`config.mk`:
```
export PLATFORM = sky130hd
export DESIGN_NAME = lvds_tx_framer
export DESIGN_NICKNAME = d
export VERILOG_FILES = /design/src/rtl/lvds_tx_framer_pkg.sv /design/src/rtl/crc8_step.sv /design/src/rtl/lvds_tx_framer.sv
export SDC_FILE = /design/constraint.sdc
export NUM_CORES = 1
export LEC_CHECK = 0
export ABC_AREA = 0
export CAP_MARGIN = 20
export CORE_ASPECT_RATIO = 1.75
export CORE_MARGIN = 1.5
export CORE_UTILIZATION = 45
export CTS_CLUSTER_SIZE = 12
export DETAILED_ROUTE_END_ITERATION = 10
export DONT_BUFFER_PORTS = 1
export PLACE_DENSITY = 0.63
export SYNTH_ARGS = -nofsm -noshare
export SYNTH_HDL_FRONTEND = slang
export SYNTH_SLANG_ARGS = --single-unit
```
`constraint.sdc`:
```
create_clock -name clk -period 1.5 [get_ports clk]
set_input_delay 0.075 -clock clk [delete_from_list [all_inputs] [get_ports clk]]
set_output_delay 0.075 -clock clk [all_outputs]
set_load 0.02 [all_outputs]
```
`src/rtl/lvds_tx_framer_pkg.sv`:
```
// rtl/lvds_tx_framer_pkg.sv - K-symbol constants, FSM state encoding and CRC-8 byte step for lvds_tx_framer
package lvds_tx_framer_pkg;

    localparam logic [7:0] K_IDLE = 8'hBC;  // K28.5
    localparam logic [7:0] K_SOP  = 8'hFB;  // K27.7
    localparam logic [7:0] K_EOP  = 8'hFD;  // K29.7
    localparam logic [7:0] K_FILL = 8'h1C;  // K28.0

    typedef logic [2:0] state_t;

    localparam state_t ST_IDLE = 3'd0;
    localparam state_t ST_SOP  = 3'd1;
    localparam state_t ST_DATA = 3'd2;
    localparam state_t ST_CRC  = 3'd3;
    localparam state_t ST_EOP  = 3'd4;
    localparam state_t ST_DROP = 3'd5;

    localparam logic [7:0] CRC8_POLY = 8'h07;

    // MSB-first, non-reflected: fold the whole byte in, then shift it out.
    function automatic logic [7:0] crc8_byte(input logic [7:0] crc, input logic [7:0] data);
        logic [7:0] c;
        c = crc ^ data;
        for (int i = 0; i < 8; i++) begin
            c = c[7] ? ({c[6:0], 1'b0} ^ CRC8_POLY) : {c[6:0], 1'b0};
        end
        return c;
    endfunction

endpackage

```
`src/rtl/crc8_step.sv`:
```
// rtl/crc8_step.sv - combinational CRC-8 (poly 0x07) single-byte update
module crc8_step
    import lvds_tx_framer_pkg::*;
(
    input  logic [7:0] crc_in,
    input  logic [7:0] data_in,
    output logic [7:0] crc_out
);

    assign crc_out = crc8_byte(crc_in, data_in);

endmodule

```
`src/rtl/lvds_tx_framer.sv`:
```
// rtl/lvds_tx_framer.sv - byte-stream to K-symbol framer feeding an 8B/10B encoder
// Optional CRC-8 trailer before EOP when LVDS_TX_FRAMER_CRC8_EN is defined.
module lvds_tx_framer
    import lvds_tx_framer_pkg::*;
#(
    parameter int MAX_LEN  = 256,
    parameter int IDLE_MIN = 4
) (
    input  logic        clk,
    input  logic        rst,
    input  logic [7:0]  s_data,
    input  logic        s_valid,
    input  logic        s_last,
    output logic        s_ready,
    output logic [7:0]  enc_data,
    output logic        enc_kin,
    output logic [15:0] frame_cnt,
    output logic        err_overlen
);

    localparam logic [15:0] LP_LAST_IDX = 16'(MAX_LEN - 1);
    localparam logic [3:0]  LP_IDLE_MIN = 4'(IDLE_MIN);
`ifdef LVDS_TX_FRAMER_CRC8_EN
    localparam state_t      LP_END_ST   = ST_CRC;
`else
    localparam state_t      LP_END_ST   = ST_EOP;
`endif

    state_t      r_state;
    logic [3:0]  r_gap;
    logic [15:0] r_byte_cnt;
    logic        r_trunc;
    logic [7:0]  r_enc_data;
    logic        r_enc_kin;
    logic [15:0] r_frame_cnt;
    logic        r_err;

    logic        w_hs;
    logic [3:0]  w_gap_inc;

    assign s_ready     = (r_state == ST_DATA) || (r_state == ST_DROP);
    assign w_hs        = s_valid && s_ready;
    // Gap includes the IDLE being emitted this cycle, so SOP follows exactly IDLE_MIN IDLEs.
    assign w_gap_inc   = (r_gap == 4'hF) ? 4'hF : r_gap + 4'd1;

    assign enc_data    = r_enc_data;
    assign enc_kin     = r_enc_kin;
    assign frame_cnt   = r_frame_cnt;
    assign err_overlen = r_err;

`ifdef LVDS_TX_FRAMER_CRC8_EN
    logic [7:0] r_crc;
    logic [7:0] w_crc_nxt;

    crc8_step u_crc8_step (
        .crc_in  (r_crc),
        .data_in (s_data),
        .crc_out (w_crc_nxt)
    );

    always_ff @(posedge clk or posedge rst) begin
        if (rst) begin
            r_crc <= 8'h00;
        end else if (r_state == ST_SOP) begin
            r_crc <= 8'h00;
        end else if ((r_state == ST_DATA) && w_hs) begin
            r_crc <= w_crc_nxt;
        end
    end
`endif

    always_ff @(posedge clk or posedge rst) begin
        if (rst) begin
            r_state     <= ST_IDLE;
            r_gap       <= 4'd0;
            r_byte_cnt  <= 16'd0;
            r_trunc     <= 1'b0;
            r_enc_data  <= K_IDLE;
            r_enc_kin   <= 1'b1;
            r_frame_cnt <= 16'd0;
            r_err       <= 1'b0;
        end else begin
            r_err      <= 1'b0;
            r_enc_data <= K_IDLE;
            r_enc_kin  <= 1'b1;
            case (r_state)
                ST_IDLE: begin
                    r_gap <= w_gap_inc;
                    if (s_valid && (w_gap_inc >= LP_IDLE_MIN)) begin
                        r_state <= ST_SOP;
                    end
                end
                ST_SOP: begin
                    r_enc_data <= K_SOP;
                    r_byte_cnt <= 16'd0;
                    r_state    <= ST_DATA;
                end
                ST_DATA: begin
                    if (w_hs) begin
                        r_enc_data <= s_data;
                        r_enc_kin  <= 1'b0;
                        r_byte_cnt <= r_byte_cnt + 16'd1;
                        if (s_last) begin
                            r_state <= LP_END_ST;
                        end else if (r_byte_cnt == LP_LAST_IDX) begin
                            r_state <= LP_END_ST;
                            r_trunc <= 1'b1;
                        end
                    end else begin
                        r_enc_data <= K_FILL;
                    end
                end
`ifdef LVDS_TX_FRAMER_CRC8_EN
                ST_CRC: begin
                    r_enc_data <= r_crc;
                    r_enc_kin  <= 1'b0;
                    r_state    <= ST_EOP;
                end
`endif
                ST_EOP: begin
                    r_enc_data  <= K_EOP;
                    r_frame_cnt <= r_frame_cnt + 16'd1;
                    r_gap       <= 4'd0;
                    r_err       <= r_trunc;
                    r_trunc     <= 1'b0;
                    r_state     <= r_trunc ? ST_DROP : ST_IDLE;
                end
                ST_DROP: begin
                    r_gap <= w_gap_inc;
                    if (w_hs && s_last) begin
                        r_state <= ST_IDLE;
                    end
                end
                default: begin
                    r_state <= ST_IDLE;
                end
            endcase
        end
    end

endmodule

```
==> impl_metrics.json, run 1 <==
{
  "clock_path_buffers": 2,
  "synth_edf_count": 0,
  "fmax_mhz": 578,
  "synth_largest_area_cell": "dfrtp_1",
  "crit_path_cell_trace": "and4bb_4 > buf_4 > inv_6 > a211oi_4 > a31oi_1 > a41o_1",
  "drc_errors": 0,
  "syn_inst": 232,
  "die_y_um": 100,
  "dp_hpwl_um": 4060,
  "numCtsBuffers": 5,
  "p_int_uw": 2920,
  "layout.cells.non_filler": 370,
  "cp_data_arrival_time_ns": 1.92,
  "die_w_um": 58.6,
  "hold_viol_final": 0,
  "skew_ns": 0.00554,
  "wire_per_inst_um": 16.2,
  "synth.net_count": 247,
  "ys_types": 48,
  "worst_slack_ns": -0.229,
  "finish.utilization": 0.652,
  "cp_slowest_cell": "dfrtp_1",
  "root_buffer": "clkbuf_8",
  "ys_seq_area_frac": 0.517,
  "nets": 329,
  "post-route-period-util": 1.15,
  "cp_top_family": "compound AO/OA/AOI/OAI gates",
  "synth.avg_cell_area_um2": 10.5,
  "p_leak_uw": 0.00160,
  "seqPwrFrac": 0.405,
  "run_status": "finished with violations",
  "grt_pass1_vias": 2077,
  "cts_tree": "yes",
  "grt_overflow_total": 0,
  "total_power_uw": 4570,
  "drt_iter0_drc": 45,
  "wl_met1_um": 2300,
  "violations": "setup timing",
  "yosysTopAreaCellShare": 0.452,
  "wl_um": 6010,
  "clock_latency_ns": 0.30,
  "path_buf_inv": 2,
  "placementRows": 35,
  "mostFrequentLayoutCells": "buf_4, dfrtp_1, nand2_1",
  "critical_path_class": "flip-flop to flip-flop",
  "core_um2": 5260,
  "final_common_cell": "buf_4",
  "dp_cells": 340,
  "drtPass1Iterations": 6,
  "ys.flop_type": "dfrtp_1",
  "rsz0062_at_grt": "yes",
  "clk_pin_slew_ns": 0.09,
  "powerDensity_nw_per_um2": 1330,
  "async_flop_share": 1.00,
  "pre_cts_ws_ns": -0.182,
  "grt_first_pass_wirelength_um": 9580,
  "routed_via_density": 5.61,
  "antenna_found_initial": 0,
  "via_count": 2077,
  "worst_slew_pin_slew_ns": 0.403,
  "cpPeakStageDelay_ns": 0.44,
  "required_ns": 1.70,
  "ant_nets": 0,
  "htree_levels": 2,
  "power_switching_uw": 1650,
  "startpoint_type": "flip-flop",
  "synthToLayoutAreaGrowth_pct": 40.8,
  "hp-class": "input port to flip-flop",
  "io_pins": 39,
  "peakVddDrop_mv": 0.777,
  "layout-drive-gt1-share": 0.400,
  "setup_viol": 21,
  "switching_share": 0.361,
  "ys_ff_latch": 50,
  "diodes": 0,
  "period_needed_ns": 1.73,
  "io_buffers": 0,
  "grt_start_max_net_pins": 22,
  "pwr-share-clk": 0.176,
  "maxCapViolations": 0,
  "p_comb_frac": 0.419,
  "drv_slew": 0,
  "endpoint_kind": "flip-flop",
  "slew_headroom": 0.731,
  "topRoutingLayerUsed": "met4",
  "yosys_warnings": 0,
  "netlist_area_um2": 2430,
  "start_util": 0.463,
  "finalWeightedCongestion": 0.804,
  "track_usage": 0.213,
  "wl_met2_um": 3350,
  "die_area_um2": 5880,
  "netlist_top_cells_area": "dfrtp_1, dfstp_2, xnor2_1",
  "worst-path-max-fanout": 4,
  "route.met3.wl_um": 184,
  "cts.sinks": 50
}
[state kept, by name (all words and copies together), names as in the netlist]
register and count:
r_gap 4, enc_data 8, err_overlen 1, r_byte_cnt 16, enc_kin 1, r_state 3
r_trunc 1, frame_cnt 16
[stage by stage]
stage          cell area (um^2)  hold WS [ns]  setup TNS, ns
2_1_floorplan              2460         0.163         -0.531
3_3_place_gp               2930       -0.0294          -1.69
3_5_place_dp               2930       -0.0237          -2.21
4_1_cts                    3240        0.0646          -2.12
5_1_grt                    3430        0.0841          -4.21
6_report                   3430        0.0801          -2.19
[layer usage]
metal  vias up  track usage
met4         0       0.0874
li1        996            -
met1      1019        0.229
met2        48        0.389
met5         -            0
met3        14       0.0451
[cell type report]
cell class                 instances  area, um^2
sequential                        50        1260
tap                               55        68.8
clock buffer                       7        86.3
timing repair buffer              81         688
multi-input combinational        168        1280
inverter                           8        40.0
fill                             418        1830
clock inverter                     1        5.00
[power groups by stage]
stage	combinational [uW]	clock (uW)	sequential (uW)
5_1_grt	2090	898	1890
4_1_cts	1670	832	1850
3_5_place_dp	1510	0	1870
2_1_floorplan	909	0	1900
3_3_place_gp	1490	0	1870
6_report	1910	807	1850
[Yosys cell counts, types with 2 or more instances]
library cell	count
dfrtp_1	44
nand2_1	26
nor2_1	17
a21oi_1	16
nand3_1	14
xnor2_1	12
nand4_1	10
xor2_1	9
and3_1	7
inv_1	7
dfstp_2	6
o21ai_0	6
or4_1	5
or3_1	4
ha_1	3
nand2b_1	3
o2111ai_1	3
a31oi_1	2
and4_1	2
buf_2	2
clkbuf_1	2
mux2_2	2
nand4b_1	2
nor3_1	2
nor3b_4	2
o211ai_1	2
[worst register-to-register path, delay by kind of cell (launching register included)]
family	cells	cell delay [ns]
compound gates	3	0.61
flops	1	0.44
simple gates	1	0.40
buf+inv	2	0.18
[kinds of logic (layout without fill, tap and decap cells)]
group,after synthesis,count (layout),share of synthesized area
AO/OA/AOI/OAI,38,38,0.101
XOR/XNOR,21,21,0.0755
adder cells (fa/ha/maj),4,4,0.0195
buffers and inverters,14,97,0.0272
flip-flops,50,50,0.517
multiplexers,2,2,0.00925
AND/OR/NAND/NOR,103,103,0.250
[path summary, 6_finish.rpt]
| check | start | to | slack [ns] | cells after the start |
|---|---|---|---|---|
| max | r_state[2] | r_byte_cnt[10] | -0.23 | 6 |
| min | s_valid | r_byte_cnt[1] | 0.08 | 4 |
| min in group asynchronous | rst | frame_cnt[14] | 0.22 | 2 |
| min reg2reg | frame_cnt[5] | frame_cnt[5] | 0.55 | 1 |
| max in group asynchronous | rst | enc_kin | 0.65 | 3 |
| max reg2reg | r_state[2] | r_byte_cnt[10] | -0.23 | 6 |
[what timing repair did]
item,in CTS,in global routing
pin swaps,12,20
hold endpoints to repair,30,0
setup buffers,3,8
hold buffers,11,0
setup endpoints to repair,25,32
resized for setup,21,33
Power figures use the tool's default switching activity.
==> run 2: changes to the inputs <==
--- a/config.mk
+++ b/config.mk
@@ -13,7 +13,6 @@
 export CTS_CLUSTER_SIZE = 12
 export DETAILED_ROUTE_END_ITERATION = 10
 export DONT_BUFFER_PORTS = 1
-export PLACE_DENSITY = 0.63
 export SYNTH_ARGS = -nofsm -noshare
 export SYNTH_HDL_FRONTEND = slang
 export SYNTH_SLANG_ARGS = --single-unit
==> impl_metrics.json, run 2 (synthesis gave the netlist of run 1 again) <==
{
  "skew_ns": 0.00750,
  "io_buffers": 0,
  "clock_path_buffers": 2,
  "drt_iter0_drc": 50,
  "start_util": 0.463,
  "post-route-period-util": 1.11,
  "endpoint_kind": "flip-flop",
  "clk_pin_slew_ns": 0.10,
  "critical_path_class": "flip-flop to flip-flop",
  "pre_cts_ws_ns": -0.369,
  "wl_um": 6050,
  "worst-r2r-cell-count": 6,
  "core_um2": 5260,
  "nets": 332,
  "period_needed_ns": 1.67,
  "htree_levels": 2,
  "worst_slew_pin_slew_ns": 0.476,
  "io_pins": 39,
  "setup_viol": 19,
  "root_buffer": "clkbuf_8",
  "mostFrequentLayoutCells": "buf_4, dfrtp_1, nand2_1",
  "hp-class": "input port to flip-flop",
  "slew_headroom": 0.682,
  "rrSetupSlack_ns": -0.17,
  "pwr-share-clk": 0.202,
  "numCtsBuffers": 5,
  "power_switching_uw": 1710,
  "hold_depth": 2,
  "antenna_found_initial": 0,
  "holdBufCountCts": 10,
  "drv_slew": 0,
  "diodes": 0,
  "die_area_um2": 5880,
  "cts.sinks": 50,
  "hold_viol_final": 2,
  "drtPass1Iterations": 4,
  "p_leak_uw": 0.00163,
  "maxCapViolations": 0,
  "wire_per_inst_um": 16.2,
  "p_comb_frac": 0.410,
  "required_ns": 1.70,
  "clock_latency_ns": 0.31,
  "holdWs_ns": -0.0725,
  "drc_errors": 0,
  "grt_start_max_net_pins": 31,
  "synthToLayoutAreaGrowth_pct": 44.0,
  "seqPwrFrac": 0.388,
  "startpoint_type": "flip-flop",
  "finalWeightedCongestion": 0.799,
  "tns_ns": -1.80,
  "grt_first_pass_wirelength_um": 9870,
  "grt_pass1_vias": 2167,
  "powerDensity_nw_per_um2": 1380,
  "grt_overflow_total": 0,
  "ant_nets": 0,
  "routed_via_density": 5.65,
  "cp_data_arrival_time_ns": 1.87,
  "violations": "hold timing, setup timing",
  "layout.cells.non_filler": 373,
  "die_w_um": 58.6,
  "run_status": "finished with violations",
  "worst-path-max-fanout": 4,
  "p_int_uw": 3120,
  "dp_hpwl_um": 4160,
  "finish.utilization": 0.667,
  "worst_slack_ns": -0.167,
  "die_y_um": 100,
  "switching_share": 0.354,
  "track_usage": 0.218,
  "via_count": 2109,
  "layout-drive-gt1-share": 0.406,
  "cts_tree": "yes",
  "fmax_mhz": 600,
  "placementRows": 35,
  "dp_cells": 337,
  "peakVddDrop_mv": 1.28,
  "rsz0062_at_grt": "yes",
  "final_common_cell": "buf_4"
}
==> run 2: changes by cell type in the layout (fill, tap and decap cells not counted), moves of 2 or more <==
cell / delta
o21ai_0: -2
buf_12: +2
xnor2_2: +2
buf_6: +4
xnor2_1: -2
or4_4: -3
o21ai_1: +2
or4_1: +3
==> run 2: power groups by stage <==
stage | Sequential [uW] | Clock (uW) | Combinational (uW)
after global routing | 1900 | 1060 | 2150
after CTS | 1870 | 997 | 1880
after detailed placement | 1890 | 0 | 1470
final | 1870 | 974 | 1980
after global placement | 1880 | 0 | 1450
after floorplan | 1900 | 0 | 909
==> run 2: final timing paths <==
path,to,start
worst max register to register,r_byte_cnt[10],r_state[0]
worst min-delay path,r_state[2],s_last
max in group asynchronous,enc_data[5],rst
worst min register to register,frame_cnt[11],frame_cnt[11]
worst max-delay path,r_byte_cnt[10],r_state[0]
min in group asynchronous,r_byte_cnt[6],rst
==> run 2: critical path, cell delays in order (launching register included) <==
cell and delay [ns]:
dfrtp_1 0.43, and4bb_4 0.41, buf_6 0.12, inv_6 0.03, a211oi_4 0.22, a31oi_1 0.12
a41o_1 0.22
==> run 2: through the flow <==
| stage | cell area [um^2] | total power, uW |
|---|---|---|
| floorplan | 2460 | 2810 |
| global placement | 2920 | 3330 |
| detailed placement | 2920 | 3360 |
| CTS | 3410 | 4740 |
| global route | 3510 | 5120 |
| finish | 3510 | 4820 |
==> run 2: per-layer routing <==
metal	global-route usage	part of all wire	up-vias
met5	0	0	-
met4	0.117	0.028	0
met3	0.0232	0.023	12
met2	0.404	0.57	41
met1	0.230	0.38	1053
li1	-	-	1003
==> run 2: cell type report <==
type,count,area (um^2)
sequential,50,1260
multi-input combinational,168,1280
inverter,8,37.5
clock inverter,3,43.8
fill,398,1750
tap,55,68.8
clock buffer,5,68.8
timing repair buffer,84,741
==> run 2: what timing repair did <==
| item | 4_1_cts | 5_1_grt |
|---|---|---|
| hold endpoints to repair | 29 | 2 |
| pin swaps | 22 | 8 |
| setup endpoints to repair | 24 | 30 |
| gates cloned | 0 | 0 |
| buffers inserted | 14 | 6 |
| gates resized for setup | 44 | 16 |
